==> src/rtl/img_move_ctrl_if.sv <==
// Control/status bundle between the frame timing source and img_move_ctrl.
// The master drives frame/run/recenter; the slave reports position and status.
interface img_move_ctrl_if;
  logic        frame_begin;
  logic        run;
  logic        recenter;
  logic [15:0] img_disp_hbegin;
  logic [15:0] img_disp_vbegin;
  logic        h_dir;
  logic        v_dir;
  logic        pos_update;
  logic [15:0] edge_hit_cnt;

  modport master (
    output frame_begin, run, recenter,
    input  img_disp_hbegin, img_disp_vbegin, h_dir, v_dir, pos_update, edge_hit_cnt
  );

  modport slave (
    input  frame_begin, run, recenter,
    output img_disp_hbegin, img_disp_vbegin, h_dir, v_dir, pos_update, edge_hit_cnt
  );
endinterface

==> src/rtl/img_move_ctrl.sv <==
// Bouncing image position controller, updated once per FRAME_DIV frames.
// Optional wall-hit counter is built only when EDGE_HIT_CNT_EN is defined.
module img_move_ctrl #(
  parameter int H_Visible_area = 800,
  parameter int V_Visible_area = 480,
  parameter int IMG_WIDTH      = 200,
  parameter int IMG_HEIGHT     = 200,
  parameter int STEP           = 4,
  parameter int FRAME_DIV      = 1
) (
  input logic            clk_ctrl,
  input logic            rst,
  img_move_ctrl_if.slave bus
);

  localparam int HMAX_I = (H_Visible_area > IMG_WIDTH)  ? H_Visible_area - IMG_WIDTH  : 0;
  localparam int VMAX_I = (V_Visible_area > IMG_HEIGHT) ? V_Visible_area - IMG_HEIGHT : 0;
  localparam logic [15:0] HMAX      = 16'(HMAX_I);
  localparam logic [15:0] VMAX      = 16'(VMAX_I);
  localparam logic [15:0] HC        = 16'(HMAX_I / 2);
  localparam logic [15:0] VC        = 16'(VMAX_I / 2);
  localparam logic [15:0] STEP16    = 16'(STEP);
  localparam logic [7:0]  FDIV_LAST = 8'(FRAME_DIV - 1);

  typedef enum logic [1:0] {IDLE, CALC_H, CALC_V, COMMIT} state_t;

  typedef struct packed {
    logic [15:0] pos;
    logic        dir;
  } axis_t;

  // One axis of motion; the 17-bit sum keeps pos + STEP from wrapping.
  function automatic axis_t axis_next(input logic [15:0] pos, input logic dir,
                                      input logic [15:0] maxv, input logic [15:0] ctr,
                                      input logic rc, input logic en);
    axis_t       r;
    logic [16:0] sum;
    r.pos = pos;
    r.dir = dir;
    sum   = {1'b0, pos} + {1'b0, STEP16};
    if (rc) begin
      r.pos = ctr;
    end else if (en) begin
      if (maxv == 16'd0) begin
        r.pos = 16'd0;
      end else if (dir) begin
        if (sum >= {1'b0, maxv}) begin
          r.pos = maxv;
          r.dir = 1'b0;
        end else begin
          r.pos = sum[15:0];
        end
      end else begin
        if (pos <= STEP16) begin
          r.pos = 16'd0;
          r.dir = 1'b1;
        end else begin
          r.pos = pos - STEP16;
        end
      end
    end
    return r;
  endfunction

  state_t      state_q, state_d;
  logic [7:0]  fdiv_q, fdiv_d;
  logic        rc_pend_q, rc_pend_d;
  logic        rc_used_q, rc_used_d;
  logic [15:0] nh_q, nh_d;
  logic        nh_dir_q, nh_dir_d;
  logic [15:0] hbegin_q, hbegin_d;
  logic [15:0] vbegin_q, vbegin_d;
  logic        h_dir_q, h_dir_d;
  logic        v_dir_q, v_dir_d;
  logic        rc_now;
  axis_t       ax_h, ax_v;

  // A recenter arriving during CALC_H is honoured by the update in progress.
  assign rc_now = rc_pend_q | bus.recenter;
  assign ax_h   = axis_next(hbegin_q, h_dir_q, HMAX, HC, rc_now, bus.run);
  assign ax_v   = axis_next(vbegin_q, v_dir_q, VMAX, VC, rc_used_q, bus.run);

  always_comb begin
    state_d   = state_q;
    fdiv_d    = fdiv_q;
    rc_pend_d = rc_now;
    rc_used_d = rc_used_q;
    nh_d      = nh_q;
    nh_dir_d  = nh_dir_q;
    hbegin_d  = hbegin_q;
    vbegin_d  = vbegin_q;
    h_dir_d   = h_dir_q;
    v_dir_d   = v_dir_q;
    case (state_q)
      IDLE: begin
        if (bus.frame_begin) begin
          if (fdiv_q == FDIV_LAST) begin
            fdiv_d  = 8'd0;
            state_d = CALC_H;
          end else begin
            fdiv_d = fdiv_q + 8'd1;
          end
        end
      end
      CALC_H: begin
        nh_d      = ax_h.pos;
        nh_dir_d  = ax_h.dir;
        rc_used_d = rc_now;
        if (rc_now) rc_pend_d = 1'b0;
        state_d   = CALC_V;
      end
      CALC_V: begin
        // All outputs load together on the edge that enters COMMIT.
        hbegin_d = nh_q;
        h_dir_d  = nh_dir_q;
        vbegin_d = ax_v.pos;
        v_dir_d  = ax_v.dir;
        state_d  = COMMIT;
      end
      COMMIT: begin
        rc_used_d = 1'b0;
        state_d   = IDLE;
      end
      default: state_d = IDLE;
    endcase
  end

  always_ff @(posedge clk_ctrl) begin
    if (!rst) begin
      state_q   <= IDLE;
      fdiv_q    <= 8'd0;
      rc_pend_q <= 1'b0;
      rc_used_q <= 1'b0;
      nh_q      <= HC;
      nh_dir_q  <= 1'b1;
      hbegin_q  <= HC;
      vbegin_q  <= VC;
      h_dir_q   <= 1'b1;
      v_dir_q   <= 1'b1;
    end else begin
      state_q   <= state_d;
      fdiv_q    <= fdiv_d;
      rc_pend_q <= rc_pend_d;
      rc_used_q <= rc_used_d;
      nh_q      <= nh_d;
      nh_dir_q  <= nh_dir_d;
      hbegin_q  <= hbegin_d;
      vbegin_q  <= vbegin_d;
      h_dir_q   <= h_dir_d;
      v_dir_q   <= v_dir_d;
    end
  end

  assign bus.img_disp_hbegin = hbegin_q;
  assign bus.img_disp_vbegin = vbegin_q;
  assign bus.h_dir           = h_dir_q;
  assign bus.v_dir           = v_dir_q;
  assign bus.pos_update      = (state_q == COMMIT);

`ifdef EDGE_HIT_CNT_EN
  logic [15:0] edge_cnt_q, edge_cnt_d;
  logic [1:0]  hits;
  logic [16:0] cnt_sum;

  // A direction flip at the commit edge is one wall hit; a corner gives two.
  always_comb begin
    hits = 2'd0;
    if (state_q == CALC_V) begin
      hits = {1'b0, nh_dir_q != h_dir_q} + {1'b0, ax_v.dir != v_dir_q};
    end
    cnt_sum    = {1'b0, edge_cnt_q} + {15'd0, hits};
    edge_cnt_d = cnt_sum[16] ? 16'hFFFF : cnt_sum[15:0];
  end

  always_ff @(posedge clk_ctrl) begin
    if (!rst) edge_cnt_q <= 16'd0;
    else      edge_cnt_q <= edge_cnt_d;
  end

  assign bus.edge_hit_cnt = edge_cnt_q;
`else
  assign bus.edge_hit_cnt = 16'd0;
`endif

endmodule

==> src/flat_wrapper.sv <==
// flat-port wrapper written by rule: the top's interface ports become plain ports
module img_move_ctrl_flat 
#(
  parameter int H_Visible_area = 800,
  parameter int V_Visible_area = 480,
  parameter int IMG_WIDTH      = 200,
  parameter int IMG_HEIGHT     = 200,
  parameter int STEP           = 4,
  parameter int FRAME_DIV      = 1
)
  (clk_ctrl, rst, bus_frame_begin, bus_run, bus_recenter, bus_img_disp_hbegin, bus_img_disp_vbegin, bus_h_dir, bus_v_dir, bus_pos_update, bus_edge_hit_cnt);
  img_move_ctrl_if bus_i ();
  input logic clk_ctrl;
  input logic rst;
  input wire logic [$bits(bus_i.frame_begin)-1:0] bus_frame_begin;
  input wire logic [$bits(bus_i.run)-1:0] bus_run;
  input wire logic [$bits(bus_i.recenter)-1:0] bus_recenter;
  output wire logic [$bits(bus_i.img_disp_hbegin)-1:0] bus_img_disp_hbegin;
  output wire logic [$bits(bus_i.img_disp_vbegin)-1:0] bus_img_disp_vbegin;
  output wire logic [$bits(bus_i.h_dir)-1:0] bus_h_dir;
  output wire logic [$bits(bus_i.v_dir)-1:0] bus_v_dir;
  output wire logic [$bits(bus_i.pos_update)-1:0] bus_pos_update;
  output wire logic [$bits(bus_i.edge_hit_cnt)-1:0] bus_edge_hit_cnt;
  assign bus_i.frame_begin = bus_frame_begin;
  assign bus_i.run = bus_run;
  assign bus_i.recenter = bus_recenter;
  assign bus_img_disp_hbegin = bus_i.img_disp_hbegin;
  assign bus_img_disp_vbegin = bus_i.img_disp_vbegin;
  assign bus_h_dir = bus_i.h_dir;
  assign bus_v_dir = bus_i.v_dir;
  assign bus_pos_update = bus_i.pos_update;
  assign bus_edge_hit_cnt = bus_i.edge_hit_cnt;
  img_move_ctrl #(.H_Visible_area(H_Visible_area), .V_Visible_area(V_Visible_area), .IMG_WIDTH(IMG_WIDTH), .IMG_HEIGHT(IMG_HEIGHT), .STEP(STEP), .FRAME_DIV(FRAME_DIV)) u_core (.clk_ctrl(clk_ctrl), .rst(rst), .bus(bus_i));
endmodule
==> config.mk <==
export PLATFORM = sky130hd
export DESIGN_NAME = img_move_ctrl_flat
export DESIGN_NICKNAME = d
export VERILOG_FILES = /design/src/rtl/img_move_ctrl_if.sv /design/src/rtl/img_move_ctrl.sv /design/src/flat_wrapper.sv
export SDC_FILE = /design/constraint.sdc
export NUM_CORES = 1
export LEC_CHECK = 0
export CORE_ASPECT_RATIO = 1.4
export CORE_UTILIZATION = 55
export DETAILED_ROUTE_END_ITERATION = 10
export HOLD_SLACK_MARGIN = 0.05
export PLACE_DENSITY = 0.8
export REMOVE_ABC_BUFFERS = 1
export SLEW_MARGIN = 10
export SYNTH_ARGS = -nofsm -noshare
export SYNTH_HDL_FRONTEND = slang
export SYNTH_SLANG_ARGS = --single-unit
==> constraint.sdc <==
create_clock -name clk_ctrl -period 4.3 [get_ports clk_ctrl]
set_input_delay 0.43 -clock clk_ctrl [delete_from_list [all_inputs] [get_ports clk_ctrl]]
set_output_delay 0.43 -clock clk_ctrl [all_outputs]
set_load 0.05 [all_outputs]
==> results.cfg, run 1 <==
[floorplan]
fp.dieH_um = 103
die_x_um = 74.2
dieArea_um2 = 7650
coreArea_um2 = 7030
rows = 36
start_util_pct = 57.1
boundaryPins = 56

[logic_synthesis]
yosysTopAreaCellShare_pct = 30.4
yosysWarnings = 0
synth_edf_count = 0
synth_area_leader_cell = dfxtp_1
synth_seq_cells = 61
syn-cell-area_um2 = 4010
synth-async-reset-ratio_pct = 0
ys_top_cells_by_count = dfxtp_1, nor2_1, nand2_1
synth_flop_cell = dfxtp_1
netlist_instances = 528
synth_area_leaders = dfxtp_1, nor2_1, nand2_1, mux2i_1, ha_1
yosysSeqAreaShare_pct = 30.4
ys_types = 70
synth_most_common_cell = dfxtp_1
avgSynthCellArea_um2 = 7.60

[clock_tree]
cts_tree = built
htree_levels = 3
clk_path_buf_depth = 2
cts_resized = 0
clkLatencyLatePin_ns = 0.35
cts_root_buf = clkbuf_8
cts_buffers = 9
hold_buffers = 0
cts.sinks = 61
post_cts.repair.setup_buffers = 0
clk_pin_slew_worst_paths_ns = 0.07

[routing]
drtAntennaViolNets = 0
vias_per_cell = 6.08
wire_per_inst_um = 16.1
drc = 0
vias = 3926
first_pass_iters = 4
drt_iter0_markers = 207
wirelength_mm = 10.4

[pwr]
ir_worst_vdd_v = 0.000352
switching_share_pct = 34.7
p_clk_share_pct = 35.1
p_int_uw = 1080
pwr-share-comb_pct = 26.2
pwr_density_cell_nw_per_um2 = 364
p_leak_uw = 0.00163
pwr-share-seq_pct = 38.7
switching_power_uw = 573

[timing]
min_period_ns = 2.79
tightest_slew_ns = 0.726
tns_ns = 0
rsz0062_at_grt = no
fmax_mhz = 358
final.period_utilization_pct = 64.9
fin_skew_ns = 0.00707
setup_ws_ns = 1.51
hold_violations = 0
finalSetupViolations = 0
slew_violations = 0
slew_headroom_pct = 51.6

[setup_path]
critical_path_arrival_ns = 3.08
critPathLaunchType = flop
crit_required_ns = 4.59
worst_setup_path_end_kind = flop
critPathSlowestCell = dfxtp_1
crit_fanout = 10
crit_chain = ha_1 > nand3_1 > o32a_1 > a41oi_1 > nor2_2 > a211oi_1 > a221o_1
critPathKind = flop to flop
slowest_delay_ns = 0.57

[global_routing]
grt-ovfl-total = 0
track_usage_pct = 29.4
grt_pass1_wl_mm = 17.4
grt_pass1_vias = 3696
grt_max_degree = 23
antenna_found_initial = 0

[job]
cap_violations = 0

[cells_and_area]
antennaDiodeCount = 0
nNetsFinal = 566
areaGrowthSynthToFinish_pct = 13.0
drive_gt1_share_pct = 5.63
fillers = 649

[place]
io_buffers = 37
gp_congestion = 0.981
pre_cts_slack_ns = 1.45
dpl.hpwl_mm = 7.40

[hold_path]
hold_class = flop to flop

[status]
status = finished, final reports clean
-- metrics by stage --
stage	instances	hold WS [ns]	total power, µW	cell area [µm²]	util [%]
final	646	0.462	1650	4530	64.5
after global routing	646	0.483	1730	4530	64.5
after CTS	646	0.466	1650	4530	64.5
after detailed placement	630	0.452	1080	4310	61.3
after global placement	630	0.433	1070	4310	61.3
after floorplan	495	0.422	960	3800	-
-- state kept, by name, summed over array words and instances (netlist names) --
register / count
u_core.state_q: 2
u_core.rc_pend_q: 1
u_core.bus.img_disp_hbegin: 16
u_core.nh_q: 16
u_core.bus.h_dir: 1
u_core.bus.v_dir: 1
u_core.nh_dir_q: 1
u_core.rc_used_q: 1
u_core.fdiv_q: 8
u_core.bus.img_disp_vbegin: 14
-- power groups by stage --
stage	clock network (µW)	registers, µW	logic (µW)
6_report	579	639	432
4_1_cts	583	638	431
3_3_place_gp	0	648	420
5_1_grt	610	645	476
2_1_floorplan	0	675	285
3_5_place_dp	0	650	426
-- routing by layer --
metal | track usage, % | vias to the layer above | share of wire [%]
met5 | 0 | - | 0
met4 | 18.6 | 0 | 4.4
met3 | 5.77 | 44 | 5.7
met2 | 49.8 | 161 | 51
met1 | 33.5 | 1835 | 39
li1 | - | 1886 | -
-- layout make-up --
| type | instances | area (µm²) | share of cell area [%] |
|---|---|---|---|
| clock inverter | 6 | 86.3 | 1.90 |
| clock buffer | 10 | 138 | 3.04 |
| sequential | 61 | 1220 | 26.9 |
| tap | 95 | 119 | 2.62 |
| inverter | 16 | 60.1 | 1.32 |
| timing repair buffer | 40 | 393 | 8.66 |
| multi-input combinational | 418 | 2520 | 55.5 |
-- path summary, 6_finish.rpt --
check,start,slack (ns),cells after the start,end
setup reg to reg,u_core.bus.img_disp_hbegin[2]$_SDFFE_PN1P_,1.51,7,u_core.nh_q[9]$_SDFFE_PN0P_
setup / recovery,u_core.bus.img_disp_hbegin[2]$_SDFFE_PN1P_,1.51,7,u_core.nh_q[9]$_SDFFE_PN0P_
hold / removal,u_core.nh_q[12]$_SDFFE_PN0P_,0.46,2,u_core.nh_q[12]$_SDFFE_PN0P_
hold reg to reg,u_core.nh_q[12]$_SDFFE_PN0P_,0.46,2,u_core.nh_q[12]$_SDFFE_PN0P_
-- layout by cell type (no fill, tap or decap), types with 5 or more instances in the layout --
| master | instances |
|---|---|
| a21oi_1 | 28 |
| nand4_1 | 10 |
| clkbuf_8 | 10 |
| o31ai_1 | 5 |
| ha_1 | 15 |
| o21ai_0 | 31 |
| mux2i_1 | 19 |
| and3_1 | 7 |
| a31oi_1 | 5 |
| conb_1 | 18 |
| nand3_1 | 23 |
| and2_1 | 5 |
| clkdlybuf4s50_1 | 37 |
| nand2b_1 | 6 |
| nand2_1 | 56 |
| o22ai_1 | 5 |
| xor2_1 | 10 |
| nor4_1 | 10 |
| nor3_1 | 25 |
| xnor2_1 | 6 |
| dfxtp_1 | 61 |
| nor2_1 | 60 |
| inv_1 | 16 |
-- critical path: cells and delay by family, from the launching register on --
| family | cells | cell delay, ns |
|---|---|---|
| flops | 1 | 0.57 |
| simple gates | 2 | 0.38 |
| fa+ha+maj | 1 | 0.40 |
| compound gates | 4 | 1.40 |
-- kinds of logic after synthesis --
family	Yosys count	share of synthesized area, %
multiplexers	19	4.74
XOR/XNOR	16	3.49
adder cells (fa/ha/maj)	15	4.68
AND/OR/NAND/NOR	229	28.2
flip-flops	61	30.4
other	1	0.0935
AO/OA/AOI/OAI	121	20.0
buffers and inverters	66	8.42
(Power assumes the default switching activity.)
==> run 2, diff against run 1 <==
==> constraint.sdc (replaced) <==
create_clock -name clk_ctrl -period 2.8 [get_ports clk_ctrl]
set_input_delay 0.28 -clock clk_ctrl [delete_from_list [all_inputs] [get_ports clk_ctrl]]
set_output_delay 0.28 -clock clk_ctrl [all_outputs]
set_load 0.05 [all_outputs]
==> results.cfg, run 2 (synthesis results as in run 1) <==
[pwr]
pwr_density_cell_nw_per_um2 = 533
ir_worst_vdd_v = 0.000411
p_leak_uw = 0.00173

[setup_path]
critical_path_arrival_ns = 2.90
crit_fanout = 9
critPathLaunchType = flop
worst_setup_path_end_kind = flop
critPathKind = flop to flop
crit_required_ns = 3.06

[cells_and_area]
nNetsFinal = 588
antennaDiodeCount = 0
areaGrowthSynthToFinish_pct = 16.9
multi_input_area_um2 = 2520
instances_no_fill = 668
utilization_pct = 66.8
drive_gt1_share_pct = 9.77
regArea_um2 = 1220
mostFrequentLayoutCells = nor2_1, dfxtp_1, nand2_1
fillers = 639

[floorplan]
boundaryPins = 56
rows = 36
start_util_pct = 57.1
coreArea_um2 = 7030
fp.dieH_um = 103
dieArea_um2 = 7650
die_x_um = 74.2

[routing]
drtAntennaViolNets = 0
wirelength_mm = 11.1
vias_per_cell = 6.01
drt_iter0_markers = 285
first_pass_iters = 5
wire_per_inst_um = 16.6
drc = 0
vias = 4015

[global_routing]
grt_pass1_vias = 3694
grt_max_degree = 19
grt_pass1_wl_mm = 17.6
antenna_found_initial = 0
track_usage_pct = 30.3
grt-ovfl-total = 0

[timing]
min_period_ns = 2.64
slew_violations = 0
tightest_slew_ns = 0.669
fin_skew_ns = 0.00936
finalSetupViolations = 0
setup_ws_ns = 0.163
hold_violations = 0
holdWs_ns = 0.448
final.period_utilization_pct = 94.2
fmax_mhz = 379
slew_headroom_pct = 55.3
tns_ns = 0

[status]
status = finished, final reports clean

[place]
pre_cts_slack_ns = 0.138
gp_congestion = 0.939
dpl.hpwl_mm = 8.03
io_buffers = 37
placedCellCount = 650

[clock_tree]
htree_levels = 3
clk_path_buf_depth = 2
cts.sinks = 61
clkLatencyLatePin_ns = 0.35
clk_pin_slew_worst_paths_ns = 0.07
cts_tree = built
hold_buffers = 0
cts_buffers = 9
cts_root_buf = clkbuf_8

[hold_path]
hold_class = flop to flop

[job]
cap_violations = 0
-- run 2: changes by cell type in the layout (fill, tap and decap cells not counted), sizes merged --
| cell | change |
|---|---|
| clkinvlp | +1 |
| clkinv | -1 |
| buf | +22 |
| clkbuf | +1 |
| bufinv | -1 |
-- run 2: worst paths after layout --
check / start / end / slack, ns / cells past startpoint
setup reg to reg: u_core.bus.img_disp_vbegin[2]$_SDFFE_PN1P_ / u_core.bus.img_disp_vbegin[10]$_SDFFE_PN0P_ / 0.16 / 9
setup / recovery: u_core.bus.img_disp_vbegin[2]$_SDFFE_PN1P_ / u_core.bus.img_disp_vbegin[10]$_SDFFE_PN0P_ / 0.16 / 9
hold / removal: u_core.nh_q[12]$_SDFFE_PN0P_ / u_core.nh_q[12]$_SDFFE_PN0P_ / 0.45 / 2
hold reg to reg: u_core.nh_q[12]$_SDFFE_PN0P_ / u_core.nh_q[12]$_SDFFE_PN0P_ / 0.45 / 2
-- run 2: final cells by class --
class                           count  area share, %
Inverter                           16           1.28
Tap cell                           95           2.53
Clock inverter                      5           1.25
Timing Repair Buffer               62           11.9
Multi-Input combinational cell    418           53.7
Clock buffer                       11           3.23
Sequential cell                    61           26.1
-- run 2: power by group --
group	switching, µW	leakage [µW]	internal, µW
clock network	372	0.000102	459
registers	60.3	0.000493	912
logic	461	0.00114	237
total	893	0.00173	1610
-- run 2: stage by stage --
| stage | cell area, µm² | total power (µW) |
|---|---|---|
| floorplan | 3800 | 1470 |
| global placement | 4460 | 1660 |
| detailed placement | 4460 | 1680 |
| CTS | 4670 | 2510 |
| global route | 4690 | 2620 |
| finish | 4690 | 2500 |
-- run 2: metal layers --
metal | global-route usage, % | wire, µm | part of all wire [%]
met2 | 53.6 | 5720 | 52
met5 | 0 | 0 | 0
met1 | 33.9 | 4380 | 40
met3 | 5.57 | 595 | 5.4
met4 | 16.3 | 393 | 3.5
-- run 2: worst max-delay path: stages (launching register included) --
cell     delay, ns
dfxtp_1       0.37
buf_4         0.18
ha_1          0.29
nand3_1       0.25
o21a_1        0.26
o31ai_1       0.20
o21ai_1       0.22
o31ai_4       0.37
nand2_2       0.14
o31ai_1       0.27
-- run 2: repair_timing --
action                                  CTS  global route
gates resized for setup                   0             4
setup buffers                             0             2
endpoints found under the setup margin    0            10
